$ cat config.mk
export PLATFORM = sky130hd
export DESIGN_NAME = ipml_prefetch_rd_stage_v2
export DESIGN_NICKNAME = d
export VERILOG_FILES = /design/src/rtl/ipml_prefetch_rd_stage_v2_pkg.sv /design/src/rtl/ipml_prefetch_rd_stage_v2_buf.sv /design/src/rtl/ipml_prefetch_rd_stage_v2.sv
export SDC_FILE = /design/constraint.sdc
export NUM_CORES = 1
export LEC_CHECK = 0
export ABC_CLOCK_PERIOD_IN_PS = 2700
export CAP_MARGIN = 30
export CORE_MARGIN = 1.5
export CORE_UTILIZATION = 48
export DETAILED_ROUTE_END_ITERATION = 16
export GPL_ROUTABILITY_DRIVEN = 0
export PLACE_DENSITY = 0.89
export SLEW_MARGIN = 15
export SYNTH_ARGS = -nofsm -noshare
export SYNTH_HDL_FRONTEND = slang
export SYNTH_SLANG_ARGS = --single-unit
$ cat constraint.sdc
create_clock -name rd_clk -period 2.7 [get_ports rd_clk]
set_input_delay 0.405 -clock rd_clk [delete_from_list [all_inputs] [get_ports rd_clk]]
set_output_delay 0.405 -clock rd_clk [all_outputs]
set_load 0.02 [all_outputs]
$ cat src/rtl/ipml_prefetch_rd_stage_v2_pkg.sv
// Shared constants and helpers for the ipml prefetch read stage.
// Holds legal parameter ranges, the underflow counter width and a clog2 helper.
package ipml_prefetch_defs;

  localparam int RAM_LAT_MIN   = 1;
  localparam int RAM_LAT_MAX   = 3;
  localparam int BUF_DEPTH_MIN = 2;
  localparam int BUF_DEPTH_MAX = 8;
  localparam int DATA_W_MAX    = 1152;
  localparam int UFLOW_W       = 16;

  typedef logic [UFLOW_W-1:0] uflow_t;

  function automatic int clog2(input int value);
    int r;
    r = 0;
    while ((1 << r) < value) r++;
    return r;
  endfunction

endpackage

$ cat src/rtl/ipml_prefetch_rd_stage_v2_buf.sv
// Circular register buffer with push/pop/clear, head/tail pointers and a level
// counter. Depth need not be a power of two; pointers wrap explicitly.
module ipml_prefetch_buf
  import ipml_prefetch_defs::*;
#(
  parameter int DATA_W = 32,
  parameter int DEPTH  = 2,
  parameter int LVL_W  = clog2(DEPTH + 1)
) (
  input  logic              rd_clk,
  input  logic              rd_rst,
  input  logic              clear,
  input  logic              push,
  input  logic [DATA_W-1:0] push_data,
  input  logic              pop,
  output logic [DATA_W-1:0] head_data,
  output logic [LVL_W-1:0]  level
);

  localparam int PTR_W = clog2(DEPTH);

  logic [DATA_W-1:0] mem [DEPTH];
  logic [PTR_W-1:0]  head;
  logic [PTR_W-1:0]  tail;

  function automatic logic [PTR_W-1:0] ptr_next(input logic [PTR_W-1:0] p);
    return (p == PTR_W'(DEPTH - 1)) ? '0 : p + 1'b1;
  endfunction

  always_ff @(posedge rd_clk or posedge rd_rst) begin
    if (rd_rst) begin
      head  <= '0;
      tail  <= '0;
      level <= '0;
      for (int i = 0; i < DEPTH; i++) mem[i] <= '0;
    end else if (clear) begin
      head  <= '0;
      tail  <= '0;
      level <= '0;
    end else begin
      if (push) begin
        mem[tail] <= push_data;
        tail      <= ptr_next(tail);
      end
      if (pop) head <= ptr_next(head);
      case ({push, pop})
        2'b10:   level <= level + 1'b1;
        2'b01:   level <= level - 1'b1;
        default: level <= level;
      endcase
    end
  end

  assign head_data = mem[head];

  // Issue credit guarantees room; a push into a full buffer means the credit logic broke.
  a_no_overflow: assert property (@(posedge rd_clk) disable iff (rd_rst)
    !(push && !pop && !clear && (level == LVL_W'(DEPTH))));

endmodule

$ cat src/rtl/ipml_prefetch_rd_stage_v2.sv
// Read-side prefetch stage: hides RAM read latency behind a small buffer and
// presents FWFT valid/ready data. Optional underflow counter: IPML_PREFETCH_UFLOW_CNT_EN.
module ipml_prefetch_rd_stage_v2
  import ipml_prefetch_defs::*;
#(
  parameter int DATA_W    = 32,
  parameter int RAM_LAT   = 1,
  parameter int BUF_DEPTH = 2,
  parameter int LVL_W     = clog2(BUF_DEPTH + 1)
) (
  input  logic               rd_clk,
  input  logic               rd_rst,
  input  logic               flush,
  input  logic               ram_empty,
  output logic               ram_rd_en,
  input  logic [DATA_W-1:0]  ram_rd_data,
  output logic [DATA_W-1:0]  out_data,
  output logic               out_vld,
  input  logic               out_rdy,
  output logic [LVL_W-1:0]   buf_level,
  output logic [UFLOW_W-1:0] uflow_cnt
);

  localparam int CRD_W = LVL_W + 1;

  if ((RAM_LAT < RAM_LAT_MIN) || (RAM_LAT > RAM_LAT_MAX) ||
      (BUF_DEPTH < BUF_DEPTH_MIN) || (BUF_DEPTH > BUF_DEPTH_MAX) ||
      (BUF_DEPTH < RAM_LAT + 1) || (DATA_W < 1) || (DATA_W > DATA_W_MAX)) begin : g_cfg_err
    $error("ipml_prefetch_rd_stage_v2: illegal DATA_W/RAM_LAT/BUF_DEPTH combination");
  end

  logic [RAM_LAT-1:0] inflight;
  logic [1:0]         infl_cnt;
  logic [CRD_W-1:0]   committed;
  logic               credit_ok;
  logic               pop;
  logic               push;

  // out_vld/out_rdy: a word transfers on every cycle where both are high;
  // out_data is held stable while out_vld is high and out_rdy is low.
  assign pop  = out_vld & out_rdy & ~flush;
  assign push = inflight[RAM_LAT-1] & ~flush;

  always_comb begin
    infl_cnt = '0;
    for (int i = 0; i < RAM_LAT; i++) infl_cnt = infl_cnt + {1'b0, inflight[i]};
  end

  // Buffered plus in-flight words, less this cycle's pop, must leave a free slot.
  assign committed = {1'b0, buf_level} + CRD_W'(infl_cnt);
  assign credit_ok = committed < (CRD_W'(BUF_DEPTH) + CRD_W'(pop));
  assign ram_rd_en = ~rd_rst & ~flush & ~ram_empty & credit_ok;

  always_ff @(posedge rd_clk or posedge rd_rst) begin
    if (rd_rst)     inflight <= '0;
    else if (flush) inflight <= '0;
    else            inflight <= (inflight << 1) | RAM_LAT'(ram_rd_en);
  end

  ipml_prefetch_buf #(
    .DATA_W (DATA_W),
    .DEPTH  (BUF_DEPTH),
    .LVL_W  (LVL_W)
  ) u_buf (
    .rd_clk    (rd_clk),
    .rd_rst    (rd_rst),
    .clear     (flush),
    .push      (push),
    .push_data (ram_rd_data),
    .pop       (pop),
    .head_data (out_data),
    .level     (buf_level)
  );

  assign out_vld = (buf_level != '0);

`ifdef IPML_PREFETCH_UFLOW_CNT_EN
  always_ff @(posedge rd_clk or posedge rd_rst) begin
    if (rd_rst)
      uflow_cnt <= '0;
    else if (out_rdy && !out_vld && !flush && (uflow_cnt != '1))
      uflow_cnt <= uflow_cnt + 1'b1;
  end
`else
  assign uflow_cnt = '0;
`endif

endmodule

==> out/results.env <==
FP.DIEAREA_SQ_UM=7180
HOLD_PATH.CLASS='reg -> reg'
WHS_ENDPOINT='u_buf.mem[63]'
POWER_PER_STANDARD_CELL_AREA_nW_PER_UM2=755
SYNTH.LIB_CELLS_USED.DISTINCT=26
TRITONCTS.NUM_BUFFERS=9
POST-ROUTE-PERIOD-UTIL_PCT=84.6
SYN-INSTANCE-COUNT=217
WORSTPATHARRIVAL_NS=1.88
TRITONCTS='yes'
MUXSHAREOFSYNTHAREA_PCT=33.7
WORST_SETUP_PATH_END_KIND='output pin'
FINAL_CELL_MIX='sky130_fd_sc_hd__mux2_2 (91), sky130_fd_sc_hd__clkdlybuf4s50_1 (71), sky130_fd_sc_hd__dfrtp_1 (68), sky130_fd_sc_hd__conb_1 (16), sky130_fd_sc_hd__clkbuf_8 (11)'
WORST_SETUP_PATH_START_KIND='flip-flop'
SYNTH_SEQ_AREA_SHARE_PCT=53.9
WORST-R2R-SETUP-SLACK_NS=1.21
CLK_ROOT_BUFFER_CELL='sky130_fd_sc_hd__clkbuf_8'
DIE_Y_MICRONS=84.7
NET_TOTAL_IN_THE_FINAL_LAYOUT=333
ROUTED_VIAS_INST=5.06
CLOCK_TREE_SKEW_AFTER_FINAL_LAYOUT_NS=0.00585
CLKSINKCOUNT=69
FILLERS=482
CTS.HTREE.LEVELS=3
ROUTE.DETAILED.WL_PER_INST_MICRONS=15.4
PIN_COUNT_OF_THE_BIGGEST_NET_ENTERING_GLOBAL_ROUTING=70
VIA_COUNT=1902
WORSTHOLDSTART='u_buf.mem[63]'
DIE_W_MICRONS=84.7
GRT_UTIL_ALL_LAYERS_PCT=17.5
INITIALDRTVIOLATIONCOUNT=48
FINALSETUPTNS_NS=0
PLACEMENTROWS=29
STATUS='finished clean'
ANTENNADIODECOUNT=0
MOSTFREQUENTLAYOUTCELL='sky130_fd_sc_hd__mux2_2'
P_LEAK_uW=0.00190
DESIGN.PORTCOUNT=89
ANTENNA_VIOLATING_NETS_POST_ROUTE=0
REG2REG_FROM='inflight'
PORT_BUFFERS=72
SYNTH_TOP_CELLS_BY_AREA='sky130_fd_sc_hd__dfrtp_1 (54%), sky130_fd_sc_hd__mux2_2 (32%), sky130_fd_sc_hd__buf_4 (4.4%), sky130_fd_sc_hd__mux2_1 (1.8%), sky130_fd_sc_hd__buf_6 (1.4%)'
AREA_FRACTION_IN_AND_OR_NAND_AND_NOR_CELLS_AFTER_SYNTHESIS_PCT=3.12
YOSYSWARNINGCOUNT=0
SYNTH.TOP_CELL.AREA_SHARE_PCT=53.9
WORSTPATHREQUIRED_NS=2.30
VDD.IR_DROP.WORST_mV=0.490
CLKTRANSATPATHREGS_NS=0.07
GRT_ANTENNA_BEFORE_REPAIR=0
PATH_CLASS='reg -> out'
REPORT.FINAL.HOLD_VIOL_COUNT=0
SYNTH_COMPOUND_GATE_AREA_SHARE_PCT=1.29
PLACEMENT.SETUP.WORST_SLACK_NS=0.269
INSERTION_DELAY_NS=0.33
INITIAL_CORE_UTIL_PCT=50.2
POST-ROUTE-MIN-PERIOD_NS=2.28
FIRST_GLOBAL_VIAS=2109
CTS_MAX_PATH_BUFFERS=2
POST_ROUTE_CELLS_DRIVE_ABOVE_1_SHARE_PCT=39.1
TIMING.FINAL.MAX_SLEW_VIOLATIONS=0
R2R.WORST_PATH.CELLS=2
TIMING.MAX_CAP.VIOLATIONS=0
SYNTH.FF_LATCH_COUNT=69
AREA.GROWTH.SYNTH_TO_FINAL_PCT=29.7
FINAL_SETUP_MARGIN_NS=0.415
CTS.REPAIR_TIMING.SETUP_BUFFER_COUNT=0
COMBINATIONAL_FAMILY_WITH_THE_MOST_AREA_AFTER_SYNTHESIS='multiplexers'
SYNTH-ADDER-AREA-SHARE_PCT=0.781
SETUP_REPAIR_AFTER_GLOBAL_ROUTING_MISSED_ITS_MARGIN='false'
COREAREA_SQ_UM=6390
FIRST_PASS_GRT_WIRE_LENGTH_MM=9.90
SYNTHXORXNORAREAFRAC_PCT=0.546
FINAL_COUNT_OF_NEGATIVE_SETUP_SLACK_ENDPOINTS=0
GRT_REMAINING_OVERFLOW=0
BIGGEST_AREA_CONSUMER_AMONG_SYNTHESIZED_CELLS='sky130_fd_sc_hd__dfrtp_1'
SYNTHESIS.AREA_SQ_UM=3210
DRT-PASS1-ITER-COUNT=2
R2R-END='u_buf.mem[11]'
ROUTED_WL_MM=5.79
ROUTE.DETAILED.DRC=0
POSTSYNTHAREAPERCELL_SQ_UM=14.8
CP_MAX_FO=18
FMAXACHIEVABLE_MHz=438
DETAILED_PLACE_HPWL_MM=3.93
MIN_PATH_CELLS=1
==> cell families (layout without fill, tap and decap cells) <==
group / Yosys count / in the layout
compound gates: 7 / 7
buf+inv: 28 / 95
xor+xnor: 2 / 2
simple gates: 12 / 12
flops: 69 / 69
mux: 96 / 96
fa+ha+maj: 2 / 2
other cells: 1 / 16
==> cell type report <==
class                   count  area, sq um  area share (%)
clock buffers              12          155            3.73
repair buffers             78          781            18.8
multi-input cells         135         1330            31.9
clock inverters             4         70.1            1.68
flip-flops and latches     69         1730            41.5
well taps                  77         96.3            2.32
inverters                   1         3.75          0.0903
==> sequential cells by signal (all words and copies together) (netlist names) <==
register	count
u_buf.level	2
u_buf.head	1
inflight	1
u_buf.mem	64
u_buf.tail	1
==> worst max-delay path, cell delays in order (launching register included) <==
cell	delay, ns
sky130_fd_sc_hd__dfrtp_1	0.34
sky130_fd_sc_hd__buf_4	0.27
sky130_fd_sc_hd__mux2_2	0.38
sky130_fd_sc_hd__clkdlybuf4s50_1	0.55
==> cells in the mapped netlist, drive strengths merged <==
master	instances
inv	1
and4b	1
nor3b	1
nor2	2
nand3b	2
nor4	1
o21ai	3
buf	26
nand2b	1
xnor2	1
or2	1
nand3	1
conb	1
clkbuf	1
a21o	1
a2111oi	1
a21oi	2
mux2	96
ha	2
xor2	1
and2	2
dfrtp	69
==> stage by stage <==
step / utilization (%) / total power [uW] / instance area (sq um) / cells / hold WS, ns
finish: 65.1 / 3140 / 4160 / 376 / 0.479
global route: 65.1 / 3290 / 4160 / 376 / 0.500
CTS: 65.1 / 3180 / 4160 / 376 / 0.487
detailed placement: 61.5 / 2230 / 3930 / 360 / 0.472
global placement: 61.5 / 2200 / 3930 / 360 / 0.463
floorplan: - / 1870 / 3260 / 232 / 0.454
==> what timing repair did <==
action / 4_1_cts / 5_1_grt
hold buffers: 0 / 0
endpoints found under the setup margin: 0 / 1
resized for setup: 0 / 2
==> how the worst max path moves through the flow <==
stage | slack [ns] | to | cells after the start | startpoint
after global placement | 0.29 | ram_rd_en | 5 | out_rdy
after floorplan | 0.56 | inflight | 1 | rd_rst
after detailed placement | 0.27 | ram_rd_en | 5 | out_rdy
after global routing | 0.33 | ram_rd_en | 5 | u_buf.level[0]
final | 0.42 | out_data[4] | 3 | u_buf.head
after CTS | 0.02 | ram_rd_en | 5 | inflight
==> routing by layer <==
layer  track usage [%]  vias up  share of wire (%)
met5                 0        -                  0
met4              6.60        0                1.3
met3              5.21        8                5.9
met2              29.7       49                 51
met1              21.0      961                 42
li1                  -      884                  -
==> report_power, final <==
part | leakage (uW) | internal (uW) | total (uW) | switching, uW
logic | 0.000905 | 507 | 878 | 370
clock network | 0.000116 | 568 | 940 | 371
registers | 0.000880 | 1230 | 1320 | 93.2
total | 0.00190 | 2310 | 3140 | 835
Note: power is estimated with default switching activity, not from simulation.
==> patch 1 (same flow settings) <==
The option `IPML_PREFETCH_UFLOW_CNT_EN` is turned on by a define.
--- a/src/rtl/ipml_prefetch_rd_stage_v2.sv
+++ b/src/rtl/ipml_prefetch_rd_stage_v2.sv
@@ -1,5 +1,7 @@
 // Read-side prefetch stage: hides RAM read latency behind a small buffer and
 // presents FWFT valid/ready data. Optional underflow counter: IPML_PREFETCH_UFLOW_CNT_EN.
+`define IPML_PREFETCH_UFLOW_CNT_EN
+
 module ipml_prefetch_rd_stage_v2
   import ipml_prefetch_defs::*;
 #(
Function: changed (Yosys sat finds a counterexample within 4 cycles, from zero or initial values and one cycle with rd_rst high).
==> patch 1 against the original RTL <==
Cell area is 23% higher. Sequential cell count is 16 higher. Total power is 20% higher. Register-to-register slack worse by 530 ps. Cell count is 29% higher. First-iteration DRC count is 4.2% higher. Area after synthesis is 20% higher. Count of clock-buffer cells in the layout is 1 lower. Wire length is 35% higher. Setup slack worse by 260 ps. Critical path type unchanged. Largest cell class unchanged. Highest routed layer unchanged.
==> patch 1: results (changes against the original RTL) <==
- Drt pass-1 iters: 4 (+2)
- Max Fanout on Critical Path: 8 (-10)
- I/O Buffers: 88 (+22%)
- Drt wl/cell: 16.1 um (+4.8%)
- Vias in the first global route: 2734 (+30%)
- Switching component of the power: 1.08 mW (+30%)
- First-pass GRT wire length: 12.9 mm (+31%)
- WL final: 7.81 mm (+35%)
- Routed length on met1: 3.23 mm (+33%)
- Fill count: 607 (+26%)
- Status: completed
- Complex-gate fraction of the synthesized area: 1.85% (+0.56 points)
- Via count: 2610 (+37%)
- Share of layout cells above drive strength 1: 34.6% (-4.6 points)
- Syn avg cell area: 13.6 um2 (-8.0%)
- Fin nets: 418 (+26%)
- VDD IR-drop max: 0.406 mV (-17%)
- Met3 WL: 445 um (+30%)
- DPL Wire Length: 5.51 mm (+40%)
- DP Worst Slack: 194 ps (-74.3 ps)
- Number of DRC markers in iteration 0: 50 (+4.2%)
- Tot GR Track Use: 19.3% (+1.9 points)
- Post-synthesis mux area share: 30.0% (-3.7 points)
- Post-synthesis sequential area ratio: 55.1% (+1.2 points)
- Worst Path Arrival: 2140 ps (+260 ps)
- Commonest cells in the netlist: 102 x mux2_2, 85 x dfrtp_1, 11 x clkbuf_1, 9 x nand2_1, 9 x nand4_1
- Synth unique cells: 31 (+19%)
- Area after DPL: 4890 um2 (+24%)
- Top cells by area, synth: dfrtp_1 55%, mux2_2 30%, nand4_1 1.5%
- R2R depth: 4 (+2)
- Clock Skew: 10.5 ps (+4.62 ps)
- Largest regs: u_buf.mem (64), uflow_cnt (16), u_buf.level (2)
patch 1: changes by cell type in the layout (fill, tap and decap cells not counted), moves of 5 or more:
cell / before / now
nand4_1: 0 / 9
dfrtp_1: 68 / 85
mux2_2: 91 / 102
mux2_1: 5 / 0
clkdlybuf4s50_1: 71 / 88
nor3_1: 0 / 5
inv_1: 0 / 7
nand2_1: 0 / 9
nor2_1: 2 / 7
conb_1: 16 / 0
xor2_1: 1 / 6
patch 1: per-layer routing:
layer  up-vias  global-route usage, %
li1       1208                      -
met5         -                      0
met3         9                   5.01
met1      1321                   23.8
met2        72                   32.7
met4         0                   7.20
patch 1: layout make-up:
type | instances | area (um2) | area share, %
tap | 102 | 128 | 2.50
inverter | 8 | 31.3 | 0.612
multi-input combinational | 178 | 1660 | 32.5
clock inverter | 4 | 72.6 | 1.42
clock buffer | 11 | 141 | 2.77
timing repair buffer | 96 | 953 | 18.6
sequential | 85 | 2130 | 41.6
patch 1: cells by family after synthesis:
group,count (synthesis)
muxes,103
DFF,85
and+or+nand+nor,50
buffers and inverters,21
AOI/OAI and AO/OA,12
xor gates and xnor gates,10
adders and majority gates,3
patch 1: worst max-delay path: cells and delay by family, from the launching register on:
kind	cells	cell delay, ps
adder cells (fa/ha/maj)	2	400
buffers and inverters	1	590
flip-flops	1	480
AND/OR/NAND/NOR	2	330
patch 1: what timing repair did:
item / 4_1_cts / 5_1_grt
gates resized for setup: 0 / 1
hold buffers: 0 / 0
setup endpoints to repair: 0 / 1
patch 1: power by group through the flow:
stage / combinational [mW] / clock (mW) / sequential [mW]
finish: 1.11 / 0.964 / 1.69
global route: 1.20 / 1.04 / 1.73
CTS: 1.13 / 0.988 / 1.69
detailed placement: 1.12 / 0 / 1.71
global placement: 1.09 / 0 / 1.69
floorplan: 0.598 / 0 / 1.71
patch 1: path summary, 6_finish.rpt:
kind | endpoint | startpoint | slack, ps
worst max-delay path | ram_rd_en | inflight | 160
max in group asynchronous | u_buf.mem[16] | rd_rst | 1820
min in group asynchronous | uflow_cnt[2] | rd_rst | 540
worst min register to register | u_buf.mem[23] | u_buf.mem[23] | 500
worst min-delay path | u_buf.mem[23] | u_buf.mem[23] | 500
worst max register to register | uflow_cnt[15] | u_buf.level[0] | 680
==> patch 2 (same flow settings) <==
Without the edit above. Put a register stage on the output `buf_level`, without a reset. The value now appears one clock later. The other outputs are not delayed to match.
--- a/src/rtl/ipml_prefetch_rd_stage_v2.sv
+++ b/src/rtl/ipml_prefetch_rd_stage_v2.sv
@@ -23,6 +23,8 @@
 
   localparam int CRD_W = LVL_W + 1;
 
+  logic [LVL_W-1:0] buf_level_d;
+
   if ((RAM_LAT < RAM_LAT_MIN) || (RAM_LAT > RAM_LAT_MAX) ||
       (BUF_DEPTH < BUF_DEPTH_MIN) || (BUF_DEPTH > BUF_DEPTH_MAX) ||
       (BUF_DEPTH < RAM_LAT + 1) || (DATA_W < 1) || (DATA_W > DATA_W_MAX)) begin : g_cfg_err
@@ -47,7 +49,7 @@
   end
 
   // Buffered plus in-flight words, less this cycle's pop, must leave a free slot.
-  assign committed = {1'b0, buf_level} + CRD_W'(infl_cnt);
+  assign committed = {1'b0, buf_level_d} + CRD_W'(infl_cnt);
   assign credit_ok = committed < (CRD_W'(BUF_DEPTH) + CRD_W'(pop));
   assign ram_rd_en = ~rd_rst & ~flush & ~ram_empty & credit_ok;
 
@@ -69,10 +71,10 @@
     .push_data (ram_rd_data),
     .pop       (pop),
     .head_data (out_data),
-    .level     (buf_level)
+    .level     (buf_level_d)
   );
 
-  assign out_vld = (buf_level != '0);
+  assign out_vld = (buf_level_d != '0);
 
 `ifdef IPML_PREFETCH_UFLOW_CNT_EN
   always_ff @(posedge rd_clk or posedge rd_rst) begin
@@ -85,5 +87,9 @@
   assign uflow_cnt = '0;
 `endif
 
+  always_ff @(posedge rd_clk) begin
+    buf_level <= buf_level_d;
+  end
+
 endmodule
 
Formal check against the unedited RTL: not equivalent (a bounded check fails within 4 cycles, from zero or initial values and one cycle with rd_rst high).
==> patch 2 against the original RTL <==
The flow now finishes with violations (DRC). Sequential cell count up 2. Clock skew fell by 1.5 ps. Area after synthesis up 1.2%. Combinational power is essentially flat. Total power up 9.9%. Largest power group unchanged. Wire length is 1.6% higher. Setup slack gained 3.1 ps. Clock power up 30%. Cell area increased by 2.6%.
==> patch 2: results (changes against the original RTL) <==
- Status: finished with violations
- Failing checks: DRC
- Total of warnings raised by yosys: 0 (unchanged)
- Placed Cells: 363 (+0.83%)
- Post-synthesis mux area share: 33.3% (-0.42 points)
- Share of layout cells above drive strength 1: 39.7% (+0.60 points)
- Total CTS buffers: 9 (unchanged)
- Antenna diode count: 0 (unchanged)
- Clock Skew: 4.34 ps (-1.51 ps)
- Skew-Pair Late Insertion Delay: 340 ps
- Max Fanout on Critical Path: 17 (-1)
- DR vias/cell: 5.08 (+0.51%)
- Commonest cells in the netlist: 91 x mux2_2, 69 x dfrtp_1, 19 x buf_4, 5 x mux2_1, 4 x buf_6
- Largest regs: u_buf.mem (64), buf_level (2), u_buf.level (2)
- Delay-heaviest family, CP: buffers and inverters
- Number of DRC markers in iteration 0: 45 (-6.3%)
- Total gr overflow: 0 (unchanged)
- I/O Buffers: 72 (unchanged)
- Largest net degree at the start of global routing: 33 (-53%)
- Area delta synth->final: 31.5%
- Setup Fix Bufs, Post-CTS: 0 (unchanged)
- Area after DPL: 3970 um2 (+0.89%)
- Post-cts sizing count: 1 (+1)
- Critical-path top delay cell: clkdlybuf4s50_1
- WL final: 5.88 mm (+1.6%)
- Worst relative slew slack: 61.5%
- Hold crit path type: in -> async
- # DRC: 7 (+7)
- Worst Path Arrival: 1880 ps (about the same)
- CTS root buffer: clkbuf_8
- Post-synthesis sequential area ratio: 54.4% (+0.57 points)
- Post-synthesis adder-cell area fraction: 0.771% (-0.0096 points)
- Via count: 1927 (+1.3%)
- CTS max path bufs: 2 (unchanged)
- Cell-internal power: 2.59 mW (+12%)
- Static Leak: 1.95 nW (+2.5%)
- Fill count: 497 (+3.1%)
- VDD IR-drop max: 0.433 mV (-12%)
- Xor and xnor area share after synthesis: 0.540% (-0.0067 points)
- H-tree levels: 3 (unchanged)
- Fin nets: 336 (+0.90%)
- DP Worst Slack: 227 ps (-41.2 ps)
- Largest family of logic cells by synthesized area: multiplexers
- Drt pass-1 iters: 11 (+9)
- Synth async-reset ratio: 97.2% (-2.8 points)
- Synth unique cells: 27 (+3.8%)
- Initial antenna violation count: 0 (unchanged)
- Tot GR Track Use: 17.1% (-0.37 points)
- Reg clk slew, reported paths: 70 ps (about the same)
- DPL Wire Length: 3.98 mm (+1.3%)
- Complex-gate fraction of the synthesized area: 1.27% (-0.016 points)
- Syn avg cell area: 14.8 um2 (+0.32%)
- First-pass GRT wire length: 9.52 mm (-3.8%)
- Top cells by area, synth: dfrtp_1 53%, mux2_2 32%, buf_4 4.4%
- Vias in the first global route: 2074 (-1.7%)
- CP peak stage delay: 540 ps
- Top_reg_cell synth: dfrtp_1
-- patch 2: worst paths after layout --
kind,from,endpoint,slack (ps),cells past startpoint
max,u_buf.head,out_data[14],420,3
min,rd_rst,u_buf.head,490,2
max reg2reg,inflight,u_buf.mem[11],1230,2
min reg2reg,u_buf.mem[63],u_buf.mem[63],490,1
max in group asynchronous,rd_rst,u_buf.mem[17],1510,3
min in group rd_clk,u_buf.mem[63],u_buf.mem[63],490,1
-- patch 2: logic make-up (layout without fill, tap and decap cells) --
group / count (synthesis) / count (layout)
xor gates and xnor gates: 2 / 2
other: 1 / 16
DFF: 71 / 71
and+or+nand+nor: 12 / 12
muxes: 96 / 96
adders and majority gates: 2 / 2
AOI/OAI and AO/OA: 7 / 7
buffers and inverters: 28 / 96
-- patch 2: layout make-up --
class                      instances  share of cell area (%)
sequential                        71                    41.4
multi-input combinational        135                    31.2
timing repair buffer              79                    18.2
clock inverter                     6                    3.64
clock buffer                      10                    3.22
tap                               77                    2.26
inverter                           1                  0.0880
-- patch 2: power groups by stage --
stage | logic, mW | clock network (mW) | registers [mW]
after floorplan | 0.552 | 0 | 1.34
after global routing | 0.935 | 1.29 | 1.38
after CTS | 0.893 | 1.24 | 1.36
after detailed placement | 0.884 | 0 | 1.38
final | 0.880 | 1.22 | 1.36
after global placement | 0.869 | 0 | 1.36
-- patch 2: per-layer routing --
layer	global-route usage, %	vias to the layer above	routed length [um]
met2	29.0	61	2950
met5	0	-	0
met1	19.9	954	2440
met4	8.64	0	114
met3	4.77	12	376
li1	-	900	-
